`src/rtl/loba_pkg.sv`:
```
// loba_pkg: shared types and width helpers for the leading-one-based
// approximate multiplier family (loba0 multiplier, loba_acc accumulator).
//   state_t  : accumulator FSM state (ACC collecting, DONE holding result)
//   clog2    : ceil(log2(v)), clog2(1) = 0
//   aw_of    : accumulator width for LEN products of 2N bits (never overflows)
//   cw_of    : width of a 1..LEN term count
package loba_pkg;

    localparam int LOBA_N   = 16;  // default multiplier operand width
    localparam int LOBA_LEN = 8;   // default products per frame

    typedef enum logic {
        ACC  = 1'b0,
        DONE = 1'b1
    } state_t;

    function automatic int clog2(input int v);
        int r;
        int x;
        r = 0;
        x = v - 1;
        while (x > 0) begin
            r = r + 1;
            x = x >> 1;
        end
        return r;
    endfunction

    // LEN * (2^2N - 1) < 2^(2N + clog2(LEN)); LEN = 1 collapses to 2N.
    function automatic int aw_of(input int n, input int len);
        return 2 * n + clog2(len);
    endfunction

    function automatic int cw_of(input int len);
        return clog2(len + 1);
    endfunction

endpackage

```
`src/rtl/loba_acc.sv`:
```
// loba_acc: frame accumulator behind the loba0 approximate multiplier.
// Sums up to LEN unsigned 2N-bit products per frame; a frame closes on the
// LEN-th product or an accepted beat with in_last. The result is then held on
// a registered valid/ready output, and input is stalled until it is taken.
//   clk, rst_n           : clock, synchronous active-low reset
//   in_valid/in_ready    : product handshake (in_ready is Moore, = state ACC)
//   in_p, in_last        : product, frame-close marker (accepted beats only)
//   out_valid/out_ready  : result handshake (out_valid is Moore, = state DONE)
//   out_sum, out_cnt     : frame sum and term count, held until the next close
module loba_acc
    import loba_pkg::*;
#(
    parameter  int N   = LOBA_N,
    parameter  int LEN = LOBA_LEN,
    localparam int CW  = cw_of(LEN),
    localparam int AW  = aw_of(N, LEN)
) (
    input  logic            clk,
    input  logic            rst_n,
    input  logic            in_valid,
    output logic            in_ready,
    input  logic [2*N-1:0]  in_p,
    input  logic            in_last,
    output logic            out_valid,
    input  logic            out_ready,
    output logic [AW-1:0]   out_sum,
    output logic [CW-1:0]   out_cnt
);

    state_t          state;
    state_t          state_nxt;
    logic [AW-1:0]   acc;
    logic [CW-1:0]   cnt;
    logic [AW-1:0]   sum_nxt;
    logic [CW-1:0]   cnt_nxt;
    logic            accept;
    logic            close;

    assign in_ready  = (state == ACC);
    assign out_valid = (state == DONE);

    assign accept  = in_valid & in_ready;
    assign sum_nxt = acc + AW'(in_p);
    assign cnt_nxt = cnt + CW'(1);
    // in_last and the length limit may coincide; either closes the frame once.
    assign close   = accept & (in_last | (cnt_nxt == CW'(LEN)));

    always_comb begin
        state_nxt = state;
        case (state)
            ACC:     if (close)     state_nxt = DONE;
            DONE:    if (out_ready) state_nxt = ACC;
            default: state_nxt = ACC;
        endcase
    end

    always_ff @(posedge clk) begin
        if (!rst_n) begin
            state   <= ACC;
            acc     <= '0;
            cnt     <= '0;
            out_sum <= '0;
            out_cnt <= '0;
        end else begin
            state <= state_nxt;
            if (accept) begin
                if (close) begin
                    out_sum <= sum_nxt;
                    out_cnt <= cnt_nxt;
                    acc     <= '0;
                    cnt     <= '0;
                end else begin
                    acc <= sum_nxt;
                    cnt <= cnt_nxt;
                end
            end
        end
    end

endmodule
```
`config.mk`:
```
export PLATFORM = sky130hd
export DESIGN_NAME = loba_acc
export DESIGN_NICKNAME = d
export VERILOG_FILES = /design/src/rtl/loba_pkg.sv /design/src/rtl/loba_acc.sv
export SDC_FILE = /design/constraint.sdc
export NUM_CORES = 1
export LEC_CHECK = 0
export ABC_AREA = 1
export CAP_MARGIN = 20
export CELL_PAD_IN_SITES_DETAIL_PLACEMENT = 1
export CELL_PAD_IN_SITES_GLOBAL_PLACEMENT = 1
export CORE_ASPECT_RATIO = 0.6
export CORE_UTILIZATION = 34
export CTS_CLUSTER_SIZE = 16
export DETAILED_ROUTE_END_ITERATION = 10
export PLACE_DENSITY_LB_ADDON = 0.1
export SLEW_MARGIN = 10
export SYNTH_ARGS = -nofsm -noshare
export SYNTH_HDL_FRONTEND = slang
export SYNTH_SLANG_ARGS = --single-unit
```
`constraint.sdc`:
```
create_clock -name clk -period 2.1 [get_ports clk]
set_input_delay 0.315 -clock clk [delete_from_list [all_inputs] [get_ports clk]]
set_output_delay 0.315 -clock clk [all_outputs]
set_load 0.02 [all_outputs]
```
==> results of run 1 <==
-- state kept, by name, indices dropped and copies added, names as in the netlist --
register   cells
acc           35
out_sum       35
cnt            4
out_cnt        4
out_valid      1
-- where the power goes --
part	internal (uW)	switching [uW]	total, uW
registers	1590	71.1	1660
clock network	844	800	1640
logic	702	899	1600
-- logic make-up (layout without fill, tap and decap cells) --
logic type | after synthesis | count (layout) | synth area share [%]
AO/OA/AOI/OAI | 123 | 123 | 12.72
AND/OR/NAND/NOR | 469 | 469 | 35.48
adder cells (fa/ha/maj) | 34 | 34 | 8.178
buffers and inverters | 139 | 330 | 10.64
XOR/XNOR | 18 | 18 | 3.120
flip-flops | 79 | 79 | 29.87
-- worst max path at each step --
stage / cells after the start / endpoint / from / slack (ps)
final: 12 / out_sum[13] / in_p[6] / -30
after CTS: 14 / out_sum[14] / in_p[10] / -5
after detailed placement: 18 / out_sum[28] / in_p[0] / -590
after global placement: 18 / out_sum[28] / in_p[0] / -500
after global routing: 14 / out_sum[21] / in_p[6] / -180
after floorplan: 17 / out_sum[32] / acc[0] / 110
-- repair_timing --
action	4_1_cts	5_1_grt
hold endpoints to repair	0	0
endpoints found under the setup margin	39	54
pin swaps	12	31
resized for setup	58	139
cloned	0	0
setup buffers	2	4
-- critical path, cell delays in order --
cell and delay (ps):
clkdlybuf4s50_1 500, ha_4 230, nand2_1 70, nand2_1 100, a21oi_2 210, nor2_1 100
nor2_1 190, nand2_2 140, buf_4 170, xor2_2 140, o21ai_1 130, inv_1 50
-- stage by stage --
step | TNS, ps | total power, uW | worst slack (ps) | area, sq um
after floorplan | 0 | 2350 | 108.3 | 5294
after global placement | -19820 | 2978 | -498.6 | 7058
after detailed placement | -23590 | 3019 | -593.2 | 7058
after CTS | -4.527 | 4739 | -4.527 | 7650
after global routing | -937.7 | 5109 | -183.4 | 8264
final | -62.28 | 4905 | -28.26 | 8264
-- cells in the final DEF, fill, tap and decap left out, drive strengths merged, types with 3 or more instances in the layout --
cell and n:
nand2 295, inv 122, buf 119, nor2 109
dfxtp 79, a21oi 75, clkdlybuf4s50 55, nand3 44
ha 33, o21ai 32, dlymetal6s2s 21, xor2 15
nor3 11, clkbuf 9, nand4 5, o211ai 4
o21bai 4, xnor2 3, a211oi 3
-- final cells by class --
cell class | count | area, sq um | share of cell area (%)
Tap cell | 198 | 247.7 | 2.998
Clock inverter | 7 | 72.57 | 0.8781
Clock buffer | 9 | 225.2 | 2.725
Timing Repair Buffer | 196 | 1732 | 20.95
Multi-Input combinational cell | 644 | 3954 | 47.84
Sequential cell | 79 | 1585 | 19.18
Inverter | 118 | 447.9 | 5.420
-- layer usage --
metal,global-route usage [%],share of wire (%),vias to the layer above
met5,0,0,-
met1,40.28,49,3136
li1,-,-,3074
met2,43.37,44,170
met3,4.377,5.1,21
met4,4.385,1.2,0
==> summary.md, run 1 <==
| Metric | Value |
|---|---|
| Outcome | complete, but fails checks |
| Failing checks | setup timing |
| Core ar. | 14,850 sq um |
| DR WL/cell | 18.29 um |
| CP max FO | 4 |
| Layout Utilization | 55.66% |
| Synth Instances | 862 |
| Clock skew | 12.84 ps |
| Crit path time final | 2128 ps |
| Worst hold path cell count | 2 |
| Count leader, synth | nand2_1 |
| DRT Pass-1 Iters | 5 |
| Via density | 5.117 |
| Type of origin of the critical path | primary input |
| R2r worst-path depth | 9 |
| # H-tree levels | 3 |
| # diodes | 0 |
| Max Freq | 469.9 MHz |
| Net Count, Synth | 933 |
| Syn Std Cell Area | 5294 sq um |
| Synth area leader | dfxtp_1 |
| P_leak | 0.004077 uW |
| Total global routing overflow | 0 |
| Top FF cell, synth | dfxtp_1 |
| Final hold vios | 0 |
| Hold Crit Class | register to register |
| Register area share after synthesis | 29.87% |
| Number of synthesized flops with an enable pin | 0 |
| CTS tree | built |
| Critical Path RT | 2340 ps |
| Worst setup margin | -28.26 ps |
| R2r startpoint | acc[12] |
| Worst IR Drop VDD | 474.2 uV |
| CTS max path bufs | 2 |
| # fillers | 1,885 |
| Ratio of cells with drive above 1 in the final layout | 27.64% |
| Starting Density | 35.66% |
| Antenna violations before repair | 1 |
| Most instantiated cells after synthesis | nand2_1 (293), inv_1 (115), nor2_1 (109) |
| Worst setup EP type | register |
| Hold Crit Endpoint | out_sum[4] |
| Num ports | 78 |
| WL final | 22.89 mm |
| Synth area leaders | dfxtp_1 (30%), nand2_1 (21%), inv_1 (8.2%) |
| Reg2Reg Setup Slack | -10 ps |
| Setup CP Type | primary input to register |
| First-pass GRT wire length | 34.42 mm |
| Post-Syn Area per Cell | 6.141 sq um |
| DRT antenna net count | 0 |
| CTS Hold Bufs | 0 |
| Port Buffers | 77 |
| Total clock sinks | 79 |
| Max cap viols | 0 |
| Worst-Margin Slew | 554.3 ps |
| Fin. max-slew vios | 0 |
| Detailed Route Iter0 Violations | 268 |
| Min-delay src | out_sum[4] |
| Total CTS buffers | 9 |
| Final period util | 101.3% |
| Final Wtd Congestion | 0.8915 |
| Final nets | 1,119 |
| HPWL Detailed | 16.49 mm |
| Synth warn | 0 |
| Clock Tree Root | clkbuf_16 |
| Arrival time of the worst setup path | 2370 ps |
| FFs w/ async S/R, synth | 0% |
| WHS | 478.1 ps |
| Fin cells | 1,251 |
| GRT Total Usage | 27.67% |
| Vias | 6,401 |
| Synth unique cells | 38 |
| Synth top area share | 29.87% |
| Reg2reg end | out_sum[13] |
| Height of the die | 98.66 um |
| Area grow syn2layout | 56.11% |
| Pwr dens | 593.5 nW/um^2 |
| Normalized max-slew margin | 63.05% |
| Skew-Pair Late Insertion Delay | 350 ps |
| Register bit total from synthesis | 79 |
| RSZ-0062 raised after global routing | true |
| Drt drc | 0 |
| Reg clk slew, reported paths | 70 ps |
| Setup-failing EPs final | 3 |
| Die area | 16,090 sq um |
| FP Rows | 34 |
| Number of placed cells counting well taps | 1,229 |
| Via count of the first global-routing pass | 6,539 |
| Die Wd | 163.1 um |
| Largest net degree at the start of global routing | 52 |
No activity file was read; power rests on OpenSTA's default activity.
==> run 2, diff against run 1 <==
Settings changed: SETUP_SLACK_MARGIN set to 0.4.
==> run 2 against run 1 <==
  * The flow still finishes with violations (setup timing)
  * Largest cell class unchanged
  * Final area increased by 21%
  * Clock skew increased by 1.3 ps
  * Worst hold slack got worse by 8.9 ps
  * Sequential power about the same
  * Utilization increased by 12 points
  * Sequential share of layout area decreased by 2.9 points
  * Fmax decreased by 7.2%
  * Critical endpoint is now out_sum[24]
  * Register-to-register slack got worse by 180 ps
  * Critical path depth increased by 5
==> summary.md, run 2 (synthesis results as in run 1) <==
| Metric | Value |
|---|---|
| Outcome | complete, but fails checks |
| Failing checks | setup timing |
| Antenna violations before repair | 1 |
| Clock skew | 14.10 ps |
| CTS tree | built |
| Clock Power Share | 32.4% |
| Port Buffers | 77 |
| Final period util | 109.2% |
| CP max FO | 3 |
| Num ports | 78 |
| Setup CP Type | register to register |
| Worst setup EP type | register |
| Skew-Pair Late Insertion Delay | 360 ps |
| # H-tree levels | 3 |
| Sum Neg Setup Slack | -2659 ps |
| # fillers | 1,683 |
| Area grow syn2layout | 89.25% |
| Hold Crit Class | register to register |
| Multi-input logic area | 5229 sq um |
| Total global routing overflow | 0 |
| Placed instance area | 7114 sq um |
| CTS max path bufs | 2 |
| Slowest-stage cell, CP | fa_2 |
| Normalized max-slew margin | 63.21% |
| Most frequent cells in the layout | nand2_1 (159), buf_4 (110), inv_1 (94), nand2_2 (83), nor2_1 (75) |
| Drt drc | 0 |
| Die area | 16,090 sq um |
| Buffers & Inverters on Critical Path | 3 |
| GRT Total Usage | 33.39% |
| Via count of the first global-routing pass | 7,185 |
| P_leak | 0.004721 uW |
| Worst hold path cell count | 2 |
| Number of placed cells counting well taps | 1,230 |
| CP max stage delay | 370 ps |
| Fin cells | 1,285 |
| CTS Hold Bufs | 0 |
| Comb pwr share | 39.1% |
| Sequential Power Share | 28.5% |
| Fin. max-slew vios | 0 |
| Max Freq | 436.1 MHz |
| Register Area | 1628 sq um |
| Vias | 7,583 |
| RSZ-0062 raised after global routing | true |
| Final nets | 1,152 |
| Worst setup margin | -192.9 ps |
| Power consumption | 5899 uW |
| Arrival time of the worst setup path | 2540 ps |
| Via density | 5.901 |
| Final hold vios | 0 |
| Detailed Route Iter0 Violations | 694 |
| Total CTS buffers | 9 |
| Net Switching | 2275 uW |
| WP depth | 17 |
| Worst IR Drop VDD | 456.6 uV |
| Max cap viols | 0 |
| Internal power | 3624 uW |
| Most common cell after layout, fill and taps aside | nand2_1 |
| Final Wtd Congestion | 0.9379 |
| Clock Tree Root | clkbuf_16 |
| Post-route design area | 10,020 sq um |
| Type of origin of the critical path | register |
| Crit path time final | 2293 ps |
| Ratio of cells with drive above 1 in the final layout | 50.28% |
| R2r worst-path depth | 17 |
| HPWL Detailed | 16.22 mm |
| Setup-failing EPs final | 28 |
| DR WL/cell | 27.18 um |
| Reg clk slew, reported paths | 70 ps |
| Crit path cell chain | ha_4 -> inv_2 -> fa_2 -> inv_2 -> nand3_2 -> nand2_2 -> nand2_2 -> nand2_4 -> nand3_4 -> nand2_8 -> nand2_2 -> nand2_1 -> nand2_1 -> nand2_1 -> nand2_1 -> nand2_1 -> inv_1 |
| First-pass GRT wire length | 40.45 mm |
| Net Sw Frac | 38.57% |
| Critical Path RT | 2350 ps |
| Crit-path most repeated cell | nand2_1 |
| FP Rows | 34 |
| Largest registers | acc x35, out_sum x35 |
| Total clock sinks | 79 |
| Die Wd | 163.1 um |
| Largest net degree at the start of global routing | 55 |
| Pwr dens | 588.8 nW/um^2 |
| DRT antenna net count | 0 |
| Height of the die | 98.66 um |
| Cell family with most CP delay | simple AND/OR/NAND/NOR gates |
| Starting Density | 35.66% |
| DRT Pass-1 Iters | 7 |
| Worst-Margin Slew | 551.9 ps |
| Core ar. | 14,850 sq um |
| WL final | 34.92 mm |
| Reg2Reg Setup Slack | -190 ps |
[run 2: layout make-up]
cell class / count / area share, %
multi-input cells: 644 / 52.19
repair buffers: 228 / 20.86
flip-flops and latches: 79 / 16.25
inverters: 118 / 4.758
well taps: 198 / 2.473
clock buffers: 9 / 2.248
clock inverters: 7 / 1.087
repair inverters: 1 / 0.1124
diodes: 1 / 0.02498
[run 2: worst paths after layout]
check	start	end
worst max register to register	acc[0]	out_sum[24]
worst min-delay path	out_cnt[2]	out_cnt[2]
worst max-delay path	acc[0]	out_sum[24]
worst min register to register	out_cnt[2]	out_cnt[2]
[run 2: tightest hold or removal path: stages, from the launching register on]
cell and delay, ps:
dfxtp_1 310, nand2_1 60, a21oi_1 60
[run 2: stage by stage]
step                      hold WS [ps]  util (%)  setup WS (ps)
after CTS                        468.1     60.56          74.64
final                            469.1     67.48         -192.9
after detailed placement         456.5     47.92         -545.2
after floorplan                  449.1         -          209.6
after global placement           451.7     47.92         -481.8
after global routing             502.9     67.48         -251.4
[run 2: what timing repair did]
item,4_1_cts,5_1_grt
setup buffers,17,20
gates resized for setup,365,204
cloned,0,1
setup endpoints to repair,69,75
pin swaps,116,76
[run 2: power by group through the flow]
stage               sequential [uW]  clock [uW]  combinational, uW
floorplan                      1730           0                628
global placement               1670           0               1320
detailed placement             1680           0               1360
CTS                            1670        1860               1780
global route                   1690        1960               2360
finish                         1680        1910               2300
[run 2: layer usage]
metal  up-vias  track usage, %  share of wire, %
met3       175           7.071               9.0
met2       548           55.88                46
met1      3721           42.11                40
met4         0           12.65               5.5
li1       3139               -                 -
met5         -               0                 0
==> run 3, diff against run 2 <==
Settings changed: CORE_ASPECT_RATIO 0.6 to 0.5.
==> run 3 against run 2 <==
  * The flow still finishes with violations (setup timing)
  * Critical path depth decreased by 5
  * Die area about the same
  * Via count decreased by 13%
  * Sequential share of layout area increased by 1.1 points
  * Critical path type unchanged
  * Largest cell class unchanged
  * Largest power group unchanged
==> summary.md, run 3 (synthesis results as in run 1) <==
| Metric | Value |
|---|---|
| Outcome | complete, but fails checks |
| Failing checks | setup timing |
| Type of origin of the critical path | register |
| Setup crit end | acc[6] |
| Max cap viols | 0 |
| Largest registers | acc x35, out_sum x35 |
| Height of the die | 90.24 um |
| CP max stage delay | 350 ps |
| Sum Neg Setup Slack | -350.2 ps |
| Final hold vios | 0 |
| CP startpoint | acc[0] |
| Antenna violations before repair | 0 |
| Reg clk slew, reported paths | 60 ps |
| Buffers & Inverters on Critical Path | 5 |
| Total CTS buffers | 9 |
| P_leak | 0.004432 uW |
| RSZ-0062 raised after global routing | true |
| GRT Total Usage | 28.98% |
| Most frequent cells in the layout | nand2_1 (191), inv_1 (103), buf_4 (102), nor2_1 (81), nand2_2 (68) |
| Most common cell after layout, fill and taps aside | nand2_1 |
| Arrival time of the worst setup path | 2430 ps |
| Hold Crit Class | register to register |
| Drt drc | 0 |
| Fin. max-slew vios | 0 |
| Worst setup EP type | register |
| Worst hold path cell count | 2 |
| CTS tree | built |
| Reg2reg end | acc[6] |
| Net Switching | 1883 uW |
| Setup-failing EPs final | 10 |
| Starting Density | 35.73% |
| Critical Path RT | 2360 ps |
| Detailed Route Iter0 Violations | 252 |
| Die Wd | 178.5 um |
| R2r startpoint | acc[0] |
| Area grow syn2layout | 75.51% |
| WP depth | 12 |
| Final Wtd Congestion | 0.8739 |
| Clock Tree Root | clkbuf_16 |
| FP Rows | 31 |
| Slowest-stage cell, CP | dfxtp_2 |
| Worst setup margin | -70.31 ps |
| Clock Power Share | 31.8% |
| CTS Hold Bufs | 0 |
| Internal power | 3372 uW |
| Crit path cell chain | ha_4 -> inv_2 -> fa_2 -> inv_2 -> nand3_2 -> o211ai_1 -> buf_4 -> buf_6 -> buf_6 -> xor2_4 -> nand2_1 -> a21oi_1 |
| DRT Pass-1 Iters | 4 |
| CTS max path bufs | 2 |
| Worst IR Drop VDD | 413.7 uV |
| Port Buffers | 77 |
| Final nets | 1,138 |
| Worst Setup Slack post-DPL | -506.8 ps |
| Cell family with most CP delay | adder cells |
| HPWL Detailed | 14.68 mm |
| DR WL/cell | 20.30 um |
| Total global routing overflow | 0 |
| Pwr dens | 565.6 nW/um^2 |
| Register Area | 1615 sq um |
| # diodes | 0 |
| Setup CP Type | register to register |
| Largest net degree at the start of global routing | 55 |
| Via density | 5.182 |
| Worst-Margin Slew | 543.6 ps |
| Max Freq | 460.8 MHz |
| Die area | 16,100 sq um |
| Multi-input logic area | 4674 sq um |
| First-pass GRT wire length | 35.89 mm |
| Net Sw Frac | 35.83% |
| Final period util | 103.3% |
| # H-tree levels | 3 |
| DRT antenna net count | 0 |
| Core ar. | 14,820 sq um |
| Vias | 6,581 |
| Ratio of cells with drive above 1 in the final layout | 40.49% |
| Clock skew | 14.93 ps |
| R2r worst-path depth | 12 |
| Total clock sinks | 79 |
| Sequential Power Share | 31.7% |
| Normalized max-slew margin | 63.76% |
| Crit path time final | 2170 ps |
| WL final | 25.78 mm |
| Via count of the first global-routing pass | 6,871 |
| CP max FO | 2 |
| Num ports | 78 |
| Power consumption | 5255 uW |
| Reg2Reg Setup Slack | -70 ps |
| Skew-Pair Late Insertion Delay | 360 ps |
| WHS | 468.9 ps |
| # fillers | 1,814 |
| Comb pwr share | 36.6% |
-- run 3: changes by cell type in the layout (fill, tap and decap cells not counted), moves of 11 or more --
cell	previous run	this run
nand2_2	83	68
a21oi_2	33	19
nand2_4	47	30
o21ai_2	15	4
nand2_1	159	191
a21oi_1	27	48
-- run 3: layout make-up --
cell class,instances,area share [%]
multi-input cells,644,50.31
repair buffers,214,20.93
flip-flops and latches,79,17.38
inverters,118,5.158
well taps,198,2.666
clock buffers,10,2.464
clock inverters,6,0.7676
repair inverters,1,0.3232
-- run 3: power by group through the flow --
stage / clock network (uW) / registers, uW / logic, uW
final: 1670 / 1660 / 1920
after floorplan: 0 / 1730 / 628
after global placement: 0 / 1670 / 1280
after detailed placement: 0 / 1680 / 1300
after global routing: 1760 / 1670 / 2040
after CTS: 1680 / 1660 / 1640
-- run 3: worst min-delay path by stage --
stage | start | end | slack, ps
final | acc[30] | acc[30] | 470
after global routing | acc[30] | acc[30] | 490
after CTS | out_sum[0] | out_sum[0] | 470
after detailed placement | out_sum[0] | out_sum[0] | 460
after global placement | out_sum[7] | out_sum[7] | 450
after floorplan | acc[10] | acc[10] | 450
-- run 3: layer usage --
layer / wire, um / GRT usage (%) / up-vias
met5: 0 / 0 / -
met4: 1053 / 6.992 / 0
met3: 1269 / 5.541 / 77
met2: 12450 / 51.10 / 177
met1: 11020 / 36.01 / 3213
li1: - / - / 3114
-- run 3: what timing repair did --
item | 4_1_cts | 5_1_grt
setup endpoints to repair | 72 | 76
gates resized for setup | 295 | 125
cloned | 0 | 2
buffers inserted | 20 | 13
pin swaps | 105 | 58
-- run 3: worst register-to-register path, stage by stage (launching register included) --
cell and delay (ps):
dfxtp_2 350, ha_4 150, inv_2 40, fa_2 350
inv_2 70, nand3_2 80, o211ai_1 290, buf_4 170
buf_6 90, buf_6 100, xor2_4 150, nand2_1 70
a21oi_1 180
-- run 3: per-stage QoR --
| step | cell area, sq um | std cells | utilization (%) |
|---|---|---|---|
| after global placement | 7032 | 1219 | 47.46 |
| after CTS | 8668 | 1255 | 58.50 |
| after global routing | 9291 | 1270 | 62.71 |
| after detailed placement | 7032 | 1219 | 47.46 |
| final | 9291 | 1270 | 62.71 |
| after floorplan | 5330 | 862 | - |
